===== src/rtl/if_stage_pkg.sv =====
// Shared definitions for the instruction-fetch stage: control levels,
// bus widths and the fetch FSM encoding.
package if_stage_pkg;

   localparam logic ENABLE  = 1'b1;
   localparam logic DISABLE = 1'b0;
   localparam logic STOP    = 1'b1;
   localparam logic NO_STOP = 1'b0;

   localparam logic [31:0] ZERO_WORD = 32'h0000_0000;

   typedef logic [5:0]  stall_bus_t;
   typedef logic [31:0] inst_addr_t;
   typedef logic [31:0] inst_t;

   // REQ: issue byte read, WAIT: byte outstanding, HOLD: instruction presented,
   // DRAIN: swallow a byte belonging to a fetch killed by a redirect.
   typedef enum logic [1:0] {
      ST_REQ   = 2'd0,
      ST_WAIT  = 2'd1,
      ST_HOLD  = 2'd2,
      ST_DRAIN = 2'd3
   } fetch_state_e;

   // Drop a returned byte into its little-endian lane of the partial word.
   function automatic logic [23:0] place_byte(input logic [23:0] buf_in,
                                              input logic [1:0]  lane,
                                              input logic [7:0]  b);
      logic [23:0] r;
      r = buf_in;
      case (lane)
         2'd0:    r[7:0]   = b;
         2'd1:    r[15:8]  = b;
         default: r[23:16] = b;
      endcase
      return r;
   endfunction

endpackage


===== src/rtl/if_stage_if.sv =====
// Byte-wide read channel between the fetch stage (master) and the memory
// controller (slave). One request may be outstanding at a time.
interface if_stage_if;
   import if_stage_pkg::*;

   logic       mem_req;
   inst_addr_t mem_addr;
   logic       mem_busy;
   logic       mem_valid;
   logic [7:0] mem_rdata;

   modport master (
      output mem_req,
      output mem_addr,
      input  mem_busy,
      input  mem_valid,
      input  mem_rdata
   );

   modport slave (
      input  mem_req,
      input  mem_addr,
      output mem_busy,
      output mem_valid,
      output mem_rdata
   );

endinterface


===== src/rtl/if_stage.sv =====
// Instruction fetch: owns the PC, assembles one 32-bit instruction from four
// byte reads, and holds it for IF/ID. A redirect from EX kills any fetch in
// flight; a byte still owed by memory is drained before fetching again.
module if_stage
   import if_stage_pkg::*;
#(
   parameter inst_addr_t BOOT_PC = 32'h0000_0000
) (
   input  logic            clk,
   input  logic            rst,
   input  stall_bus_t      stall,
   input  logic            branch_from_ex,
   input  inst_addr_t      branch_target,
   if_stage_if.master      mem,
   output logic            if_flag,
   output inst_addr_t      if_pc,
   output inst_t           if_inst
);

   fetch_state_e state_q;
   inst_addr_t   pc_q;
   logic [1:0]   k_q;
   logic [23:0]  buf_q;
   logic         if_flag_q;
   inst_addr_t   if_pc_q;
   inst_t        if_inst_q;

   // Only the IF/ID stop bit matters to this stage.
   logic         unused_stall_bits;
   assign unused_stall_bits = ^{stall[5:2], stall[0]};

   // A redirect suppresses the request so nothing is issued to the stale PC.
   assign mem.mem_req  = (state_q == ST_REQ) && !branch_from_ex;
   assign mem.mem_addr = pc_q + {30'b0, k_q};

   assign if_flag = if_flag_q;
   assign if_pc   = if_pc_q;
   assign if_inst = if_inst_q;

   // Fetch FSM: byte sequencing, redirect handling and the presented instruction.
   always_ff @(posedge clk) begin
      if (rst) begin
         state_q   <= ST_REQ;
         pc_q      <= BOOT_PC;
         k_q       <= 2'd0;
         buf_q     <= 24'h0;
         if_flag_q <= DISABLE;
         if_pc_q   <= ZERO_WORD;
         if_inst_q <= ZERO_WORD;
      end else begin
         case (state_q)
            ST_REQ: begin
               if (branch_from_ex) begin
                  pc_q <= branch_target;
                  k_q  <= 2'd0;
               end else if (!mem.mem_busy) begin
                  state_q <= ST_WAIT;
               end
            end

            ST_WAIT: begin
               if (branch_from_ex) begin
                  // Byte arriving with the redirect is dropped; otherwise
                  // it is still owed and must be drained.
                  pc_q    <= branch_target;
                  k_q     <= 2'd0;
                  state_q <= mem.mem_valid ? ST_REQ : ST_DRAIN;
               end else if (mem.mem_valid) begin
                  if (k_q == 2'd3) begin
                     if_inst_q <= {mem.mem_rdata, buf_q};
                     if_pc_q   <= pc_q;
                     if_flag_q <= ENABLE;
                     state_q   <= ST_HOLD;
                  end else begin
                     buf_q   <= place_byte(buf_q, k_q, mem.mem_rdata);
                     k_q     <= k_q + 2'd1;
                     state_q <= ST_REQ;
                  end
               end
            end

            ST_HOLD: begin
               if (branch_from_ex) begin
                  // IF/ID flushes on this edge, so the held word is abandoned.
                  if_flag_q <= DISABLE;
                  pc_q      <= branch_target;
                  k_q       <= 2'd0;
                  state_q   <= ST_REQ;
               end else if (stall[1] == NO_STOP) begin
                  if_flag_q <= DISABLE;
                  pc_q      <= pc_q + 32'd4;
                  k_q       <= 2'd0;
                  state_q   <= ST_REQ;
               end
            end

            ST_DRAIN: begin
               if (branch_from_ex) begin
                  pc_q <= branch_target;
                  k_q  <= 2'd0;
               end
               if (mem.mem_valid) begin
                  state_q <= ST_REQ;
               end
            end

            default: state_q <= ST_REQ;
         endcase
      end
   end

endmodule


===== src/flat_wrapper.sv =====
// flat-port wrapper written by rule: the top's interface ports become plain ports
module if_stage_flat import if_stage_pkg::*;
#(
   parameter inst_addr_t BOOT_PC = 32'h0000_0000
)
  (clk, rst, stall, branch_from_ex, branch_target, if_flag, if_pc, if_inst, mem_mem_req, mem_mem_addr, mem_mem_busy, mem_mem_valid, mem_mem_rdata);
  if_stage_if mem_i ();
  input  logic clk;
  input  logic rst;
  input  stall_bus_t stall;
  input  logic branch_from_ex;
  input  inst_addr_t branch_target;
  output logic if_flag;
  output inst_addr_t if_pc;
  output inst_t if_inst;
  output wire logic [$bits(mem_i.mem_req)-1:0] mem_mem_req;
  output wire logic [$bits(mem_i.mem_addr)-1:0] mem_mem_addr;
  input wire logic [$bits(mem_i.mem_busy)-1:0] mem_mem_busy;
  input wire logic [$bits(mem_i.mem_valid)-1:0] mem_mem_valid;
  input wire logic [$bits(mem_i.mem_rdata)-1:0] mem_mem_rdata;
  assign mem_mem_req = mem_i.mem_req;
  assign mem_mem_addr = mem_i.mem_addr;
  assign mem_i.mem_busy = mem_mem_busy;
  assign mem_i.mem_valid = mem_mem_valid;
  assign mem_i.mem_rdata = mem_mem_rdata;
  if_stage #(.BOOT_PC(BOOT_PC)) u_core (.clk(clk), .rst(rst), .stall(stall), .branch_from_ex(branch_from_ex), .branch_target(branch_target), .mem(mem_i), .if_flag(if_flag), .if_pc(if_pc), .if_inst(if_inst));
endmodule

===== config.mk =====
export PLATFORM = sky130hd
export DESIGN_NAME = if_stage_flat
export DESIGN_NICKNAME = d
export VERILOG_FILES = /design/src/rtl/if_stage_pkg.sv /design/src/rtl/if_stage_if.sv /design/src/rtl/if_stage.sv /design/src/flat_wrapper.sv
export SDC_FILE = /design/constraint.sdc
export NUM_CORES = 1
export LEC_CHECK = 0
export BUFFER_PORTS_ARGS = -buffer_cell sky130_fd_sc_hd__buf_4
export CORE_MARGIN = 2
export CORE_UTILIZATION = 55
export CTS_BUF_LIST = sky130_fd_sc_hd__clkbuf_4
export CTS_CLUSTER_DIAMETER = 150
export DETAILED_ROUTE_END_ITERATION = 6
export PLACE_DENSITY = 0.92
export SETUP_SLACK_MARGIN = 0.5
export SKIP_CTS_REPAIR_TIMING = 1
export SYNTH_ARGS = -nofsm -noshare
export SYNTH_HDL_FRONTEND = slang
export SYNTH_SLANG_ARGS = --single-unit

===== constraint.sdc =====
create_clock -name clk -period 3.03 [get_ports clk]
set_input_delay 0.303 -clock clk [delete_from_list [all_inputs] [get_ports clk]]
set_output_delay 0.303 -clock clk [all_outputs]
set_load 0.005 [all_outputs]

==> metrics.md <==
| Metric | Value |
|---|---|
| Status | `complete, but fails checks` |
| Failing checks | `design-rule violations` |
| Nets@finish | `981` |
| Asr flop ratio synth | `0%` |
| Placed instance count | `1,011` |
| Total grt overflow | `0` |
| Dpl ws | `0.4856 ns` |
| # Max-Cap Violations | `0` |
| Row count | `38` |
| Post-synthesis average cell area | `7.851 um^2` |
| Main synth FF type | `dfxtp_1` |
| Layout Cells excl Fill | `1,070` |
| Core ar. | `0.01079 mm^2` |
| RePlAce Congestion | `0.9347` |
| CP Launch Type | `register` |
| Total Power | `0.003247 W` |
| CTS sink cnt | `125` |
| Highest-delay cell along the critical path | `or4_4` |
| Die Ht | `109.0 um` |
| Post-DRT Antenna Nets | `0` |
| Crit Path Class | `register to output port` |
| Most common cell in the netlist | `nand2_1` |
| Final hold slack | `0.01604 ns` |
| Die width | `109.0 um` |
| Sw Ratio | `31.83%` |
| Detailed-placement wirelength estimate | `11.53 mm` |
| Max IR drop VDD | `254.3 uV` |
| Slowest stage delay, CP | `0.68 ns` |
| Final worst slack | `0.2539 ns` |
| Residual DRC | `1` |
| Iter 0 DRT Violations | `856` |
| Worst-Margin Slew | `0.8378 ns` |
| Pleak | `3.166 nW` |
| Initial antenna violation count | `1` |
| Htree depth | `4` |
| CTS Buffer Depth | `2` |
| Layout cell share with drive strength beyond 1 | `30.79%` |
| Die area | `0.01188 mm^2` |
| Hold Violations, Final | `0` |
| Synth top cells by count | `nand2_1 (193), dfxtp_1 (125), a21oi_1 (103), clkbuf_1 (51), nand3_1 (40)` |
| DR WL/cell | `17.23 um` |
| Detailed Routing Iterations Pass 1 | `7` |
| Num CTS Buffers | `17` |
| I/O pin count | `149` |
| Detailed-route via count | `6,442` |
| Hold/Removal Path Class | `primary input to register` |
| Crit-path max FO | `7` |
| Tcrit/Tclk final | `91.62%` |
| Final setup vio count | `0` |
| Comb power frac | `10.6%` |
| RSZ-0062 raised after global routing | `true` |
| CP delay by family, top | `simple AND/OR/NAND/NOR gates` |
| GRT Overall Usage | `27.87%` |
| Routed wire length | `18.44 mm` |
| Mapped Area | `0.006061 mm^2` |
| Pin count of the biggest net entering global routing | `80` |
| Synth Register Bits | `125` |
| Clock network power share | `35.5%` |
| Synth Warn # | `0` |
| Initial Utilization | `56.16%` |
| Post-synth top area cell | `dfxtp_1` |
| Worst EP required | `2.73 ns` |
| Clock Skew | `0.02767 ns` |
| Sequential share of the synthesized area | `41.29%` |
| CTS root buffer | `clkbuf_4` |
| Clk pin slew, worst setup/hold paths | `0.15 ns` |
| Vias in the first global route | `5,341` |
| CTS tree | `yes` |
| WP buf/inv | `1` |
| Slew HR | `44.15%` |
| Part of the power in registers | `53.9%` |
| Top-area cell type share of the netlist area | `41.29%` |
| Vias per cell | `6.021` |
| Skew-Pair Late Insertion Delay | `0.54 ns` |
| CP Data Arrival Time | `2.47 ns` |
| Setup crit end kind | `output port` |
| Area growth, synth to finish | `31.13%` |
| Cell chain of the critical path | `nand4_4 > or4_4 > nor4_4 > xor2_1 > buf_4` |
| Buffers on Ports | `143` |
| Layout Utilization | `73.64%` |
| First-pass GRT wire length | `26.10 mm` |
| Final Max Slew Viols | `0` |
| Distinct cells, synth | `63` |
| Internal power | `0.002214 W` |
| Post-Synthesis Cells | `772` |
| Ranking of synthesized cells by area | `dfxtp_1 (41%), nand2_1 (12%), a21oi_1 (8.5%)` |
| Fmax | `360.2 MHz` |
| Pwr/cell area | `408.6 mW/mm^2` |
| Number of synthesized flops with an enable pin | `0` |
| NetSw | `0.001033 W` |
| Post-route minimum period | `2.776 ns` |
| Syn nets | `837` |
-- final timing paths --
kind | start | cells after the start | slack [ns] | to
worst max-delay path | u_core.pc_q[17] | 5 | 0.25 | mem_mem_addr[26]
worst min-delay path | branch_target[14] | 3 | 0.02 | u_core.pc_q[14]
worst max register to register | u_core.pc_q[17] | 6 | 0.34 | u_core.pc_q[23]
worst min register to register | u_core.buf_q[6] | 2 | 0.44 | u_core.if_inst[6]
-- power by group through the flow --
stage                     registers (W)  logic, W  clock network [W]
final                           0.00175  0.000344            0.00115
after global routing            0.00175  0.000371            0.00123
after CTS                       0.00174  0.000315            0.00116
after detailed placement        0.00178  0.000313                  0
after global placement          0.00178  0.000308                  0
after floorplan                 0.00175  0.000198                  0
-- per-stage QoR --
stage / cell area, um^2 / TNS [ns]
finish: 7948 / 0
global route: 7948 / 0
CTS: 7433 / -0.2970
detailed placement: 7158 / 0
global placement: 7158 / 0
floorplan: 6061 / 0
-- worst register-to-register path, stage by stage (launching register included) --
cell and delay (ns):
dfxtp_4 0.42, nand4_4 0.15, buf_4 0.17, buf_4 0.13, or4_2 0.77, or4_2 0.64
a311oi_1 0.30
-- kinds of logic after synthesis --
family,count (synthesis),share of synthesized area [%]
adders and majority gates,14,3.014
and+or+nand+nor,339,26.20
buffers and inverters,83,6.317
muxes,2,0.3303
DFF,125,41.29
xor gates and xnor gates,34,4.913
AOI/OAI and AO/OA,175,17.94
-- final cells by class --
| cell class | instances | area [um^2] |
|---|---|---|
| clock buffers | 17 | 127.6 |
| diodes | 1 | 2.502 |
| well taps | 140 | 175.2 |
| fillers | 779 | 2845 |
| multi-input cells | 566 | 3422 |
| inverters | 19 | 71.32 |
| flip-flops and latches | 125 | 2574 |
| clock inverters | 15 | 147.6 |
| repair buffers | 187 | 1428 |
-- metal layers --
layer / part of all wire (%) / GRT usage, % / vias up
li1: - / - / 2991
met2: 46 / 41.57 / 415
met5: 0 / 0 / -
met3: 9.9 / 5.140 / 58
met4: 2.6 / 9.615 / 0
met1: 41 / 40.30 / 2978
-- flip-flops by register name, indices dropped and copies added (netlist names) --
register and cells:
u_core.buf_q 24, u_core.if_flag 1, u_core.if_inst 32, u_core.if_pc 32, u_core.k_q 2, u_core.pc_q 32, u_core.state_q 2
-- cell usage in the layout (no fill, tap or decap), types with 11 or more instances in the layout --
| cell type | synthesis | final |
|---|---|---|
| a211oi_1 | 11 | 11 |
| a21oi_1 | 103 | 102 |
| a311oi_1 | 12 | 12 |
| buf_4 | 0 | 182 |
| clkbuf_4 | 0 | 17 |
| dfxtp_1 | 125 | 98 |
| dfxtp_2 | 0 | 12 |
| dfxtp_4 | 0 | 15 |
| inv_1 | 18 | 17 |
| nand2_1 | 193 | 190 |
| nand3_1 | 40 | 38 |
| nand4_1 | 13 | 13 |
| nor2_1 | 26 | 25 |
| xnor2_1 | 20 | 19 |
| xor2_1 | 14 | 14 |
(Power assumes the default switching activity.)
